$ cat src/rtl/multicycle_control_unit.sv
// -----------------------------------------------------------------------------
// multicycle_control_unit
//
// Multi-cycle instruction sequencer. Each instruction walks through
// FETCH/DECODE/EXEC/MEM/WB and the unit drives the datapath strobes for the
// current step. Instruction and data accesses share one memory port handshaked
// with o_mem_req / i_mem_ready, guarded by a wait timeout. Illegal opcodes and
// memory timeouts park the unit in a sticky FAULT state until reset.
//
// Ports
//   i_clk, i_rst_n      clock (rising edge), async active-low reset
//   i_opcode            IR opcode field, valid from DECODE onward
//   i_zero              ALU zero flag, consumed in EXEC
//   i_mem_ready         memory access completes this cycle
//   o_mem_req/o_mem_we  memory request / store qualifier
//   o_iord              memory address select (0 = PC, 1 = ALU result)
//   o_byte_op           byte-wide load/store
//   o_ir_write          load IR
//   o_pc_write/o_pc_src PC update and source (0 = PC+4, 1 = branch, 2 = jump)
//   o_reg_dst           write rd (1) or rt (0)
//   o_alu_src           ALU B operand is immediate (1) or register (0)
//   o_alu_op            ALU operation code
//   o_reg_write         register file write
//   o_mem_to_reg        write-back data from memory
//   o_move              move write-back path
//   o_link              jal writes return address to $31
//   o_state             current state encoding
//   o_fault             sticky fault flag
//   o_instr_retired     one-cycle pulse per completed instruction
//   o_retired_count     wrapping retired-instruction count
//
// state  | meaning
// IDLE   | out of reset, go fetch next cycle
// FETCH  | read instruction at PC, load IR and PC+4 on ready
// DECODE | capture opcode, finish jumps, reject illegal opcodes
// EXEC   | ALU step; branches resolve and retire here
// MEM    | data access for loads/stores
// WB     | register file write-back
// FAULT  | illegal opcode or memory timeout; left only by reset
// -----------------------------------------------------------------------------
module multicycle_control_unit #(
    parameter int OPCODE_W = 6,
    parameter int TIMEOUT  = 15,
    parameter int TO_W     = 4,
    parameter int CNT_W    = 32
) (
    input  logic                i_clk,
    input  logic                i_rst_n,
    input  logic [OPCODE_W-1:0] i_opcode,
    input  logic                i_zero,
    input  logic                i_mem_ready,
    output logic                o_mem_req,
    output logic                o_mem_we,
    output logic                o_iord,
    output logic                o_byte_op,
    output logic                o_ir_write,
    output logic                o_pc_write,
    output logic [1:0]          o_pc_src,
    output logic                o_reg_dst,
    output logic                o_alu_src,
    output logic [2:0]          o_alu_op,
    output logic                o_reg_write,
    output logic                o_mem_to_reg,
    output logic                o_move,
    output logic                o_link,
    output logic [2:0]          o_state,
    output logic                o_fault,
    output logic                o_instr_retired,
    output logic [CNT_W-1:0]    o_retired_count
);

    typedef enum logic [2:0] {
        S_IDLE   = 3'd0,
        S_FETCH  = 3'd1,
        S_DECODE = 3'd2,
        S_EXEC   = 3'd3,
        S_MEM    = 3'd4,
        S_WB     = 3'd5,
        S_FAULT  = 3'd7
    } state_t;

    localparam logic [5:0] OP_R    = 6'b000000;
    localparam logic [5:0] OP_ADDI = 6'b000010;
    localparam logic [5:0] OP_SUBI = 6'b000011;
    localparam logic [5:0] OP_ANDI = 6'b000100;
    localparam logic [5:0] OP_ORI  = 6'b000101;
    localparam logic [5:0] OP_SLTI = 6'b000111;
    localparam logic [5:0] OP_LW   = 6'b001000;
    localparam logic [5:0] OP_LB   = 6'b001001;
    localparam logic [5:0] OP_SW   = 6'b010000;
    localparam logic [5:0] OP_SB   = 6'b010001;
    localparam logic [5:0] OP_BEQ  = 6'b100011;
    localparam logic [5:0] OP_BNE  = 6'b100111;
    localparam logic [5:0] OP_MOVE = 6'b100000;
    localparam logic [5:0] OP_J    = 6'b111000;
    localparam logic [5:0] OP_JAL  = 6'b111001;

    // TIMEOUT = 0 disables the wait limit entirely.
    localparam bit              TO_EN     = (TIMEOUT > 0);
    localparam int              TO_LAST_I = (TIMEOUT > 0) ? TIMEOUT - 1 : 0;
    localparam logic [TO_W-1:0] TO_LAST   = TO_W'(TO_LAST_I);

    state_t             r_state;
    state_t             w_next;
    logic [5:0]         r_op_q;
    logic [TO_W-1:0]    r_to_cnt;
    logic [CNT_W-1:0]   r_count;

    logic [5:0]         w_opc;
    logic               w_op_hi_set;
    logic               w_legal;
    logic               w_to_expire;
    logic               w_retire;
    logic [2:0]         w_alu_op;
    logic               w_alu_src;
    logic               w_is_r;
    logic               w_is_load;
    logic               w_is_store;
    logic               w_is_byte;
    logic               w_is_move;
    logic               w_is_branch;
    logic               w_is_bne;

    assign w_opc = i_opcode[5:0];

    // Opcodes wider than 6 bits: any set upper bit makes the opcode illegal.
    generate
        if (OPCODE_W > 6) begin : g_hi
            assign w_op_hi_set = |i_opcode[OPCODE_W-1:6];
        end else begin : g_no_hi
            assign w_op_hi_set = 1'b0;
        end
    endgenerate

    always_comb begin
        w_legal = 1'b0;
        case (w_opc)
            OP_R, OP_ADDI, OP_SUBI, OP_ANDI, OP_ORI, OP_SLTI, OP_LW, OP_LB,
            OP_SW, OP_SB, OP_BEQ, OP_BNE, OP_MOVE, OP_J, OP_JAL:
                w_legal = !w_op_hi_set;
            default: w_legal = 1'b0;
        endcase
    end

    // Attributes of the captured opcode, used from EXEC onward.
    always_comb begin
        w_alu_op    = 3'b000;
        w_alu_src   = 1'b0;
        w_is_r      = 1'b0;
        w_is_load   = 1'b0;
        w_is_store  = 1'b0;
        w_is_byte   = 1'b0;
        w_is_move   = 1'b0;
        w_is_branch = 1'b0;
        w_is_bne    = 1'b0;
        case (r_op_q)
            OP_R:    begin w_alu_op = 3'b111; w_is_r = 1'b1; end
            OP_ADDI: begin w_alu_op = 3'b101; w_alu_src = 1'b1; end
            OP_SUBI: begin w_alu_op = 3'b110; w_alu_src = 1'b1; end
            OP_ANDI: begin w_alu_op = 3'b000; w_alu_src = 1'b1; end
            OP_ORI:  begin w_alu_op = 3'b001; w_alu_src = 1'b1; end
            OP_SLTI: begin w_alu_op = 3'b100; w_alu_src = 1'b1; end
            OP_LW:   begin w_alu_op = 3'b101; w_alu_src = 1'b1; w_is_load = 1'b1; end
            OP_LB:   begin w_alu_op = 3'b101; w_alu_src = 1'b1; w_is_load = 1'b1; w_is_byte = 1'b1; end
            OP_SW:   begin w_alu_op = 3'b101; w_alu_src = 1'b1; w_is_store = 1'b1; end
            OP_SB:   begin w_alu_op = 3'b101; w_alu_src = 1'b1; w_is_store = 1'b1; w_is_byte = 1'b1; end
            OP_BEQ:  begin w_alu_op = 3'b110; w_is_branch = 1'b1; end
            OP_BNE:  begin w_alu_op = 3'b110; w_is_branch = 1'b1; w_is_bne = 1'b1; end
            OP_MOVE: begin w_alu_op = 3'b000; w_is_move = 1'b1; end
            default: ;
        endcase
    end

    // Ready wins over expiry in the last tolerated cycle.
    assign w_to_expire = TO_EN && !i_mem_ready && (r_to_cnt == TO_LAST);

    always_ff @(posedge i_clk or negedge i_rst_n) begin
        if (!i_rst_n) begin
            r_state  <= S_IDLE;
            r_op_q   <= '0;
            r_to_cnt <= '0;
            r_count  <= '0;
        end else begin
            r_state <= w_next;
            if (r_state == S_DECODE) begin
                r_op_q <= w_opc;
            end
            // Cleared whenever not waiting, so every FETCH/MEM entry starts at 0.
            if ((r_state == S_FETCH || r_state == S_MEM) && !i_mem_ready) begin
                r_to_cnt <= r_to_cnt + TO_W'(1);
            end else begin
                r_to_cnt <= '0;
            end
            if (w_retire) begin
                r_count <= r_count + CNT_W'(1);
            end
        end
    end

    always_comb begin
        w_next       = r_state;
        w_retire     = 1'b0;
        o_mem_req    = 1'b0;
        o_mem_we     = 1'b0;
        o_iord       = 1'b0;
        o_byte_op    = 1'b0;
        o_ir_write   = 1'b0;
        o_pc_write   = 1'b0;
        o_pc_src     = 2'd0;
        o_reg_dst    = 1'b0;
        o_alu_src    = 1'b0;
        o_alu_op     = 3'b000;
        o_reg_write  = 1'b0;
        o_mem_to_reg = 1'b0;
        o_move       = 1'b0;
        o_link       = 1'b0;
        case (r_state)
            S_IDLE: w_next = S_FETCH;
            S_FETCH: begin
                o_mem_req = 1'b1;
                if (i_mem_ready) begin
                    o_ir_write = 1'b1;
                    o_pc_write = 1'b1;
                    w_next     = S_DECODE;
                end else if (w_to_expire) begin
                    w_next = S_FAULT;
                end
            end
            S_DECODE: begin
                if (!w_legal) begin
                    w_next = S_FAULT;
                end else if (w_opc == OP_J || w_opc == OP_JAL) begin
                    o_pc_write  = 1'b1;
                    o_pc_src    = 2'd2;
                    o_reg_write = (w_opc == OP_JAL);
                    o_link      = (w_opc == OP_JAL);
                    w_retire    = 1'b1;
                    w_next      = S_FETCH;
                end else begin
                    w_next = S_EXEC;
                end
            end
            S_EXEC: begin
                o_alu_op  = w_alu_op;
                o_alu_src = w_alu_src;
                o_reg_dst = w_is_r;
                if (w_is_branch) begin
                    o_pc_src   = 2'd1;
                    o_pc_write = w_is_bne ? !i_zero : i_zero;
                    w_retire   = 1'b1;
                    w_next     = S_FETCH;
                end else if (w_is_load || w_is_store) begin
                    w_next = S_MEM;
                end else begin
                    w_next = S_WB;
                end
            end
            S_MEM: begin
                o_mem_req = 1'b1;
                o_iord    = 1'b1;
                o_mem_we  = w_is_store;
                o_byte_op = w_is_byte;
                if (i_mem_ready) begin
                    w_retire = w_is_store;
                    w_next   = w_is_store ? S_FETCH : S_WB;
                end else if (w_to_expire) begin
                    w_next = S_FAULT;
                end
            end
            S_WB: begin
                o_alu_op     = w_alu_op;
                o_alu_src    = w_alu_src;
                o_reg_dst    = w_is_r;
                o_reg_write  = 1'b1;
                o_mem_to_reg = w_is_load;
                o_move       = w_is_move;
                w_retire     = 1'b1;
                w_next       = S_FETCH;
            end
            S_FAULT: w_next = S_FAULT;
            default: w_next = S_FAULT;
        endcase
    end

    assign o_state         = r_state;
    assign o_fault         = (r_state == S_FAULT);
    assign o_instr_retired = w_retire;
    assign o_retired_count = r_count;

endmodule

$ cat config.mk
export PLATFORM = sky130hd
export DESIGN_NAME = multicycle_control_unit
export DESIGN_NICKNAME = d
export VERILOG_FILES = /design/src/rtl/multicycle_control_unit.sv
export SDC_FILE = /design/constraint.sdc
export NUM_CORES = 1
export LEC_CHECK = 0
export ABC_AREA = 1
export BUFFER_PORTS_ARGS = -buffer_cell sky130_fd_sc_hd__buf_4
export CAP_MARGIN = 20
export CORE_MARGIN = 2
export CORE_UTILIZATION = 52
export CTS_BUF_LIST = sky130_fd_sc_hd__clkbuf_2
export DETAILED_ROUTE_END_ITERATION = 10
export PLACE_DENSITY = 0.78
export SLEW_MARGIN = 10
export SYNTH_ARGS = -nofsm -noshare
export SYNTH_HDL_FRONTEND = slang
export SYNTH_SLANG_ARGS = --single-unit
$ cat constraint.sdc
create_clock -name i_clk -period 1.3 [get_ports i_clk]
set_input_delay 0.13 -clock i_clk [delete_from_list [all_inputs] [get_ports i_clk]]
set_output_delay 0.13 -clock i_clk [all_outputs]
set_load 0.01 [all_outputs]
After elaboration in Yosys (flattened, before gate mapping)
Index checks and enable logic that the tools add are counted.

storage, ports and cells
  register bits after elaboration = 45
  bits of input ports = 10
  output and inout port bits = 54
  logic and storage cells = 107

cells by class
  add/sub/neg operators = 2
  equality and inequality tests = 33
  mux-type cells = 47
  reduce and logical (&&, ||, !) cells = 21

operators by type and width
  cell                                                                    count
  6-bit equality test (second input constant)                             8
  6-bit by 3-bit equality test with 1-bit output (second input constant)  6
  32-bit by 1-bit adder with 32-bit output (second input constant)        1
  1-bit two-way mux                                                       30
  3-bit one-hot mux with 5 select lines                                   2
  6-bit by 2-bit equality test with 1-bit output (second input constant)  4
  6-bit by 4-bit equality test with 1-bit output (second input constant)  4
  6-bit by 5-bit equality test with 1-bit output (second input constant)  4
  3-bit two-way mux                                                       7
  15-bit OR reduction                                                     1
  2-bit OR reduction                                                      7
  6-bit logical NOT                                                       2
  3-bit equality test (second input constant)                             3
  9-bit OR reduction                                                      1
  3-bit by 2-bit equality test with 1-bit output (second input constant)  2
  2-bit two-way mux                                                       3
  5-bit OR reduction                                                      1
  4-bit by 1-bit adder with 4-bit output (second input constant)          1
  4-bit equality test (second input constant)                             1
  4-bit two-way mux                                                       1
  1-bit one-hot mux with 4 select lines                                   1
  2-bit one-hot mux with 2 select lines                                   1
  3-bit by 1-bit equality test with 1-bit output (second input constant)  1
  3-bit logical NOT                                                       1
  6 further kinds                                                         10

Logic depth before layout (Yosys ltp)
Gate-level depths: netlist of the first run.

  word-level depth = 7
  gate-level depth with buffers = 10

Worst setup path after synthesis of the first run
No wires, ideal clock.

  path kind = reg2reg
  start = reg r_count[0], in the netlist o_retired_count[0]
  end = reg r_count[24], in the netlist o_retired_count[24]
  setup time = 0.118 ns
  arrival time = 1.408 ns
  data required time = 1.182 ns
  slack = -0.226 ns
  stages on the path, launching flop included = 11
  buffers on the path = 0
  clock period less this slack = 1.526 ns
  cells stage by stage = dfrtp_1 ha_1 nand3_1 inv_1 nand2_1 inv_1 nand2_1 nand2_1 nand2_1 nand3_1 nand2_1

on the way
  longest elaborated chain between the ends = 1

ends and longest elaborated chain
  what                                      RTL line  source
  from (decl)                               107       logic [CNT_W-1:0] r_count;
  from (signal assigned)                    195       r_count <= r_count + CNT_W'(1);
  32-bit by 1-bit adder with 32-bit output  195

Every way passes these cells.
A chain may end at the register's enable or synchronous reset.

Final worst setup path of the first run
  start = reg r_op_q[1]
  end = out o_alu_src

on the way
  longest elaborated chain between the ends = 4

ends and longest elaborated chain
  what                                                                    RTL line  source
  from (decl)                                                             105       logic [5:0] r_op_q;
  from (signal assigned)                                                  186       r_op_q <= w_opc;
  6-bit by 5-bit equality test with 1-bit output (tied with other cells)  156       case (r_op_q)
  9-bit OR reduction (no line) (*)                                        n/a
  1-bit two-way mux (*)                                                   156
  1-bit two-way mux (*)                                                   217       case (r_state)
  to (decl)                                                               60        output logic o_alu_src,

Every way passes the cells marked *; elsewhere a longest branch is shown, timed or not.

==> metrics.txt, run 1 <==
status complete, but fails checks; failing checks DRC, setup timing; startpoint types flop; worst min-delay path endpoint r_op_q[0]; RSZ-0062 raised after global routing yes; Clock Latency Late Sink 480 ps; DR vias ~4600; Final Util 0.911; Sequential Area approximately 1100 µm²; share of cells above drive strength 1 0.384; final slew viol count 0; area delta synth->final 69.0%; TritonCTS Sinks 45; Critical path origin r_op_q[1]; cell taking the most area after synthesis dfrtp_1; Post-Place Worst Slack -212 ps; Worst VDD drop 412 µV; hold path cells 3; worst setup margin -811 ps; Total GRT Usage 0.357; fill cell count 264; sequential-to-total area share from yosys stat 0.351; WP data arrival 1980 ps; crit-path max FO 3; WL final ~14 mm; unique cell type count in the Yosys netlist 26; H-tree level count 2; Top Metal Used met4; Reg2Reg Setup Slack -600 ps; Via-to-Cell Ratio 5.89; worst r2r src r_op_q[3]; MaxCap Viol Count 0; WP buf/inv 3; Period minus WS final between 2000 and 2500 ps; Worst EP required ~1200 ps; met1 WL about 5 mm; Ant. Diodes 0; first-pass GRT wire length 18.6 mm; DR iter-0 viols a little over 600; FF+latch count, synth 45; Die Y 82.6 µm; Reg2Reg Depth 10; hold path start i_opcode[0]; Die W ~83 µm; count leader, synth nand2_1; Yosys top cell area share 0.351; RD Place Congestion 0.912; number of global-route vias before repair about 4100; WL met2 about 6.9 mm; synthesized area 3210 µm²; row cnt 28; final-stage net count 718; Core ar. 5960 µm²; clock skew after layout 58.2 ps; multiplexer area fraction after synthesis 0; async set or reset register ratio after synthesis 1.00; Post-Synth XOR/XNOR Area 0.0382; main combinational cell family by area after synthesis simple AND/OR/NAND/NOR gates; post-synthesis adder-cell area fraction 0.0195; predominant post-synthesis flop cell dfrtp_1; WL per Instance approximately 18 µm; Routed Antenna Nets 0; Clock Pin Slew Worst Setup and Hold Paths roughly 310 ps; DRC 1; top post-synthesis cells by count nand2_1, nor2_1, nand3_1; Final setup viols 71; Mapped Avg Cell Area 6.26 µm²; crit path cell chain inv_2 -> buf_6 -> nand4_1 -> nand2_4 -> nor2_2 -> a31oi_1 -> buf_4; Max transition margin 0.590; critical path's slowest cell dfrtp_1; Bufs on Longest Clock Path 2; top cells by area, synth dfrtp_1, nand2_1, nor2_1; Starting Density 0.539; Max stage delay on crit path 500 ps; post-synthesis simple-gate area fraction 0.457; CTS root buf clkbuf_2; total CTS buffers 5; area of the multi-input gates 2080 µm²; FMAX 474 MHz; largest net degree at the start of global routing 46; Crit path max-delay family simple AND/OR/NAND/NOR gates; number of synthesized flops with an enable pin 0; TritonCTS clock tree yes; compound-gate portion of the synthesized area 0.0460; Port-buffer cells 63; CP Class reg -> out; Final Cycle Share 1.62; Hold Fails Final Rpt 0; Critical Path End Type output port; Slew @ Worst Pin 616 ps; CP Depth 7; r2r endpoint o_retired_count[30]; initial antenna violation count 0; Syn Inst Count a little over 500; die area 6820 µm²; DR WL met3 1.27 mm; syn_nets between 500 and 600; Hold WC Path Type in -> reg; Pre-antenna DRT Iters 11; power per cell area 442 nW/µm²; Static Leak about 2.7 nW; Overflow after GRT 0; YS warnings 0; Post-DP HPWL 7.54 mm; I/O Pins 64
[metrics by stage]
stage          instances  instance area [µm²]  power [mW]  hold WS (ps)  setup TNS (ps)
2_1_floorplan        513                 3260        1.45          -166           -2650
3_3_place_gp         729                 4450        1.53           166           -4580
3_5_place_dp         729                 4450        1.53           173           -7180
4_1_cts              767                 5070        2.35          8.82          -20920
5_1_grt              779                 5420        2.43          38.6          -33150
6_report             779                 5420        2.40          20.0          -31830
[logic make-up (layout without fill, tap and decap cells)]
family,after synthesis,after routing
buf+inv,67,258
simple gates,355,355
xor+xnor,14,14
compound gates,27,27
flops,45,45
fa+ha+maj,5,5
[flip-flops by register name, indices dropped and copies added (netlist names)]
signal and cells:
o_state 3, o_retired_count 32, r_to_cnt 4, r_op_q 6
[what timing repair did]
action | 4_1_cts | 5_1_grt
hold endpoints to repair | 49 | 0
gates resized for setup | 89 | 87
endpoints found under the setup margin | 87 | 90
buffers inserted | 26 | 34
cloned | 0 | 1
hold buffers | 4 | 0
pin swaps | 17 | 20
[where the power goes]
group	internal, mW	switching [mW]
clock	0.330	0.527
combinational	0.0530	0.0822
sequential	1.41	0.00166
[cell type report]
type                            instances  share of cell area
Inverter                               57              0.0422
Tap cell                               75              0.0173
Clock buffer                            6             0.00554
Clock inverter                          2             0.00646
Timing Repair Buffer                  193               0.335
Multi-Input combinational cell        401               0.384
Sequential cell                        45               0.209
[how the worst max path moves through the flow]
stage                                endpoint  slack [ps]
after global routing               o_pc_write        -860
final                               o_alu_src        -810
after CTS                          o_pc_write        -580
after detailed placement  o_retired_count[15]        -210
after global placement    o_retired_count[15]        -130
after floorplan            o_retired_count[5]         -80
[cells in the final DEF (no fill, tap or decap), types with 2 or more instances in the layout]
cell	count
nand2_4	7
nor2_2	12
nor2_1	59
nand2_1	190
o211ai_1	3
nand2_2	6
a21oi_1	3
inv_1	44
o21ai_0	10
nor2_4	11
buf_12	3
o21ai_2	3
dfrtp_1	37
nand4_1	5
nand3_4	3
nand3_1	54
a21oi_2	2
buf_4	104
nor4_4	2
dfrtp_2	8
o21ai_1	3
nor3_2	2
ha_1	4
inv_2	8
inv_4	4
clkbuf_2	6
xor2_1	6
dlygate4sd3_1	4
xnor2_1	8
buf_6	81
[layer usage]
layer | vias up | GRT usage
met5 | - | 0
met4 | 0 | 0.197
met3 | 136 | 0.0522
met2 | 344 | 0.664
met1 | 2107 | 0.385
li1 | 1999 | -
[worst register-to-register path, cell delays in order, from the launching register on]
cell and delay, ps:
dfrtp_1 500, nor2_2 130, nand4_1 190, nor2_2 220, nand2_2 110, nand2_4 100, nand2_8 70, buf_6 140
buf_12 160, nand2_1 80, nand2_1 70
Note: power is estimated with default switching activity, not from simulation.
==> run 2, diff against run 1 <==
--- a/config.mk
+++ b/config.mk
@@ -12,8 +12,8 @@
 export CORE_UTILIZATION = 52
 export CTS_BUF_LIST = sky130_fd_sc_hd__clkbuf_2
 export DETAILED_ROUTE_END_ITERATION = 10
-export PLACE_DENSITY = 0.78
-export SLEW_MARGIN = 10
+export PLACE_DENSITY_LB_ADDON = 0.05
 export SYNTH_ARGS = -nofsm -noshare
 export SYNTH_HDL_FRONTEND = slang
 export SYNTH_SLANG_ARGS = --single-unit
+export TNS_END_PERCENT = 20
==> metrics.txt, run 2 (synthesis gave the netlist of run 1 again) <==
final-stage net count 700; CTS root buf clkbuf_2; initial antenna violation count 0; most common cell after layout, fill and taps aside nand2_1; fill cell count 277; share of cells above drive strength 1 0.392; final instance area between 5000 and 6000 µm²; TritonCTS Sinks 45; Post-DP HPWL 7.51 mm; RD Place Congestion 0.898; RSZ-0062 raised after global routing yes; switching power just over 0.6 mW; Pre-antenna DRT Iters 6; first-pass GRT wire length 17.6 mm; Final Cycle Share 1.62; Worst VDD drop 366 µV; I/O Pins between 60 and 70; Routed Antenna Nets 0; total power 2.22 mW; Bufs on Longest Clock Path 2; most frequent cells in the layout nand2_1, buf_6, buf_4, nor2_1, nand3_1; clock skew after layout 31.8 ps; worst setup margin -802 ps; Period minus WS final 2100 ps; DRC 0; TritonCTS clock tree yes; Clock Latency Late Sink 460 ps; failing checks setup timing; clock group share of total power 0.304; Via-to-Cell Ratio 5.88; Final Util 0.905; Ant. Diodes 0; Gate power share 0.063; Core ar. between 5000 and 6000 µm²; Die W between 80 and 90 µm; placed cell areas 4440 µm²; Final setup viols 82; Static Leak 2.65 nW; row cnt 28; die area 6820 µm²; DR vias 4477; Worst EP required approximately 1200 ps; FMAX approximately 480 MHz; Clock Pin Slew Worst Setup and Hold Paths roughly 250 ps; Port-buffer cells 63; WL per Instance 18.6 µm; Max transition margin 0.713; max reg flops 32; total CTS buffers 5; H-tree level count 2; DR iter-0 viols approximately 380; Overflow after GRT 0; sw frac 0.272; CP Class reg -> out; Starting Density 0.539; Critical Path End Type output port; WP data arrival 1970 ps; final slew viol count 0; crit-path max FO 3; area delta synth->final 68.0%; Total GRT Usage 0.339; Die Y just over 80 µm; Sequential Power Share 0.633; Slew @ Worst Pin roughly 430 ps; power per cell area 412 nW/µm²; MaxCap Viol Count 0; Hold WC Path Type in -> reg; largest net degree at the start of global routing 33; startpoint types flop; status complete, but fails checks; WL final 14.2 mm; number of global-route vias before repair 3792; Hold Fails Final Rpt 0; internal power approximately 1.6 mW
run 2: cell count changes in the layout (fill, tap and decap cells not counted), sizes merged:
cell	previous run	this run
dlygate4sd3	4	5
bufinv	1	0
buf	188	168
clkinv	1	0
clkbuf	7	10
run 2: path summary, 6_finish.rpt:
path	cells after the start	from	slack, ps	end
setup / recovery	7	r_op_q[3]	-800	o_alu_op[0]
hold / removal	3	i_opcode[0]	50	r_op_q[0]
setup reg to reg	10	r_op_q[3]	-520	o_retired_count[11]
hold reg to reg	2	o_retired_count[31]	580	o_retired_count[31]
max in group asynchronous	3	i_rst_n	710	o_retired_count[2]
min in group asynchronous	2	i_rst_n	110	o_retired_count[10]
run 2: power by group through the flow:
stage | clock, mW | sequential [mW] | combinational [mW]
2_1_floorplan | 0 | 1.43 | 0.0238
3_3_place_gp | 0 | 1.43 | 0.104
3_5_place_dp | 0 | 1.43 | 0.107
4_1_cts | 0.641 | 1.41 | 0.122
5_1_grt | 0.704 | 1.41 | 0.147
6_report | 0.676 | 1.41 | 0.139
run 2: per-layer routing:
metal,track usage,wire length (µm)
met1,0.382,4990
met4,0.149,1060
met5,0,0
met2,0.621,6940
met3,0.0620,1190
run 2: layout make-up:
type / instances / area, µm² / share of cell area
clock buffer: 8 / 40.0 / 0.00742
inverter: 57 / 224 / 0.0415
multi-input combinational: 401 / 2130 / 0.394
sequential: 45 / 1140 / 0.211
tap: 75 / 93.8 / 0.0174
timing repair buffer: 175 / 1770 / 0.328
run 2: repair_timing:
action,in CTS,in global routing
buffers inserted,19,10
cloned,0,2
pin swaps,26,30
hold buffers,5,0
hold endpoints to repair,50,0
endpoints found under the setup margin,85,90
gates resized for setup,114,82
run 2: per-stage QoR:
step | instances | hold slack [ps] | setup TNS [ps] | setup slack (ps)
4_1_cts | 757 | 25.8 | -20580 | -605
5_1_grt | 761 | 52.5 | -31880 | -837
2_1_floorplan | 513 | -166 | -2820 | -88.0
3_5_place_dp | 726 | 84.1 | -10340 | -291
3_3_place_gp | 726 | 81.9 | -9070 | -251
6_report | 761 | 52.2 | -29190 | -802
run 2: worst max-delay path: stages (launching register included):
cell     delay [ps]
dfrtp_1         480
nor2_2          170
buf_6           140
inv_4            50
nor3_4          250
nor2_2          100
a21oi_2         180
buf_4           150
==> run 3, diff against run 2 <==
--- a/config.mk
+++ b/config.mk
@@ -13,6 +13,7 @@
 export CTS_BUF_LIST = sky130_fd_sc_hd__clkbuf_2
 export DETAILED_ROUTE_END_ITERATION = 10
 export PLACE_DENSITY_LB_ADDON = 0.05
+export REMOVE_ABC_BUFFERS = 1
 export SYNTH_ARGS = -nofsm -noshare
 export SYNTH_HDL_FRONTEND = slang
 export SYNTH_SLANG_ARGS = --single-unit
==> metrics.txt, run 3 (synthesis gave the netlist of run 1 again) <==
Worst EP required 1170 ps; Static Leak 2.66 nW; Die W 82.6 µm; most frequent cells in the layout nand2_1, buf_6, buf_4, nor2_1, nand3_1; WL final between 10 and 15 mm; internal power about 1.8 mW; Die Y 82.6 µm; worst setup margin -898 ps; Final setup viols 88; die area just under 7000 µm²; final std cells w/o fill approximately 760; Total GRT Usage 0.330; TritonCTS Sinks 45; RSZ-0062 raised after global routing yes; Clock Latency Late Sink around 480 ps; Crit path max-delay family simple AND/OR/NAND/NOR gates; DRC 0; Placed Cells incl. Taps 724; initial antenna violation count 0; Overflow after GRT 0; Gate power share 0.055; Core ar. 5960 µm²; CP Class reg -> out; worst hold margin ~33 ps; Clock Pin Slew Worst Setup and Hold Paths roughly 280 ps; DR iter-0 viols 693; final-stage net count 698; Critical Path End Type output port; switching power 0.623 mW; first-pass GRT wire length about 17 mm; I/O Pins 64; power per cell area about 450 nW/µm²; number of global-route vias before repair 3789; most common cell after layout, fill and taps aside nand2_1; Worst path most repeated cell nand2_4; Hold WC Path Type in -> reg; clock skew after layout 32.3 ps; crit-path max FO 3; crit path cell chain nor2_2 -> nand4_1 -> nor2_1 -> nand2_1 -> nand2_4 -> nand2_4 -> inv_2 -> buf_6; status complete, but fails checks; RD Place Congestion 0.945; Port-buffer cells 63; Period minus WS final 2200 ps; DR vias 4583; Sequential Power Share 0.586; WP data arrival 2070 ps; WP buf/inv 2; Final Cycle Share 1.69; Pre-antenna DRT Iters 6; H-tree level count 2; Via-to-Cell Ratio slightly above 6; CTS root buf clkbuf_2; Post-DP HPWL 7.19 mm; critical path's slowest cell dfrtp_1; Starting Density 0.539; Ant. Diodes 0; startpoint types flop; row cnt 28; MaxCap Viol Count 0; largest net degree at the start of global routing 46; share of cells above drive strength 1 0.374; TritonCTS clock tree yes; failing checks setup timing; total CTS buffers 5; Max stage delay on crit path 480 ps; Worst VDD drop a little under 500 µV; WL per Instance 19.7 µm; FMAX 455 MHz; final slew viol count 0; Routed Antenna Nets 0; Hold Fails Final Rpt 0; clock group share of total power 0.359; max reg flops 32; Bufs on Longest Clock Path 2; Slew @ Worst Pin 618 ps; sw frac 0.259; Max transition margin 0.588; area delta synth->final 66.8%
[run 3: final cells by class]
cell class              count  area (µm²)
clock inverters             2        33.8
multi-input cells         401        2100
clock buffers               6        30.0
well taps                  75        93.8
fillers                   256         603
flip-flops and latches     45        1130
repair buffers            173        1740
inverters                  57         221
[run 3: path summary, 6_finish.rpt]
kind / startpoint / to / slack [ps] / depth (start not counted)
min reg2reg: r_to_cnt[0] / r_to_cnt[0] / 570 / 2
min: i_opcode[3] / r_op_q[3] / 30 / 4
min in group asynchronous: i_rst_n / o_retired_count[21] / 180 / 2
max in group asynchronous: i_rst_n / o_state[0] / 650 / 2
max: r_op_q[3] / o_instr_retired / -900 / 8
max reg2reg: r_op_q[3] / o_retired_count[21] / -720 / 9
[run 3: worst reg2reg max path: stages (launching register included)]
cell       delay (ps)
dfrtp_1           480
nor2_2            160
nand4_1           190
nor2_1            270
nand2_1           150
nand2_4           110
buf_6             140
clkbuf_16         190
nand3_1           180
nand2_1           120
[run 3: routing by layer]
layer,vias to the layer above,global-route usage,wire length [µm]
met2,429,0.577,6890
li1,1950,-,-
met1,2040,0.383,5080
met3,164,0.0685,1690
met5,-,0,0
met4,0,0.159,1290
[run 3: stage by stage]
stage | util | setup TNS [ps] | area (µm²) | worst slack [ps] | power [mW]
after global placement | 0.731 | -5280 | 4350 | -153 | 1.53
after floorplan | - | -21630 | 3140 | -660 | 1.45
after CTS | 0.825 | -22010 | 4910 | -593 | 2.34
after global routing | 0.899 | -47040 | 5350 | -1140 | 2.45
after detailed placement | 0.731 | -7260 | 4350 | -201 | 1.53
final | 0.899 | -35600 | 5350 | -898 | 2.40
[run 3: timing repair]
action,in CTS,in global routing
hold buffers,4,0
hold endpoints to repair,49,0
endpoints found under the setup margin,87,89
buffers inserted,12,9
resized for setup,108,86
gates cloned,0,4
pin swaps,19,27
[run 3: power groups by stage]
stage	registers, mW	logic, mW	clock network (mW)
2_1_floorplan	1.43	0.0235	0
4_1_cts	1.41	0.112	0.820
5_1_grt	1.41	0.140	0.905
6_report	1.41	0.133	0.862
3_5_place_dp	1.43	0.0999	0
3_3_place_gp	1.43	0.0983	0
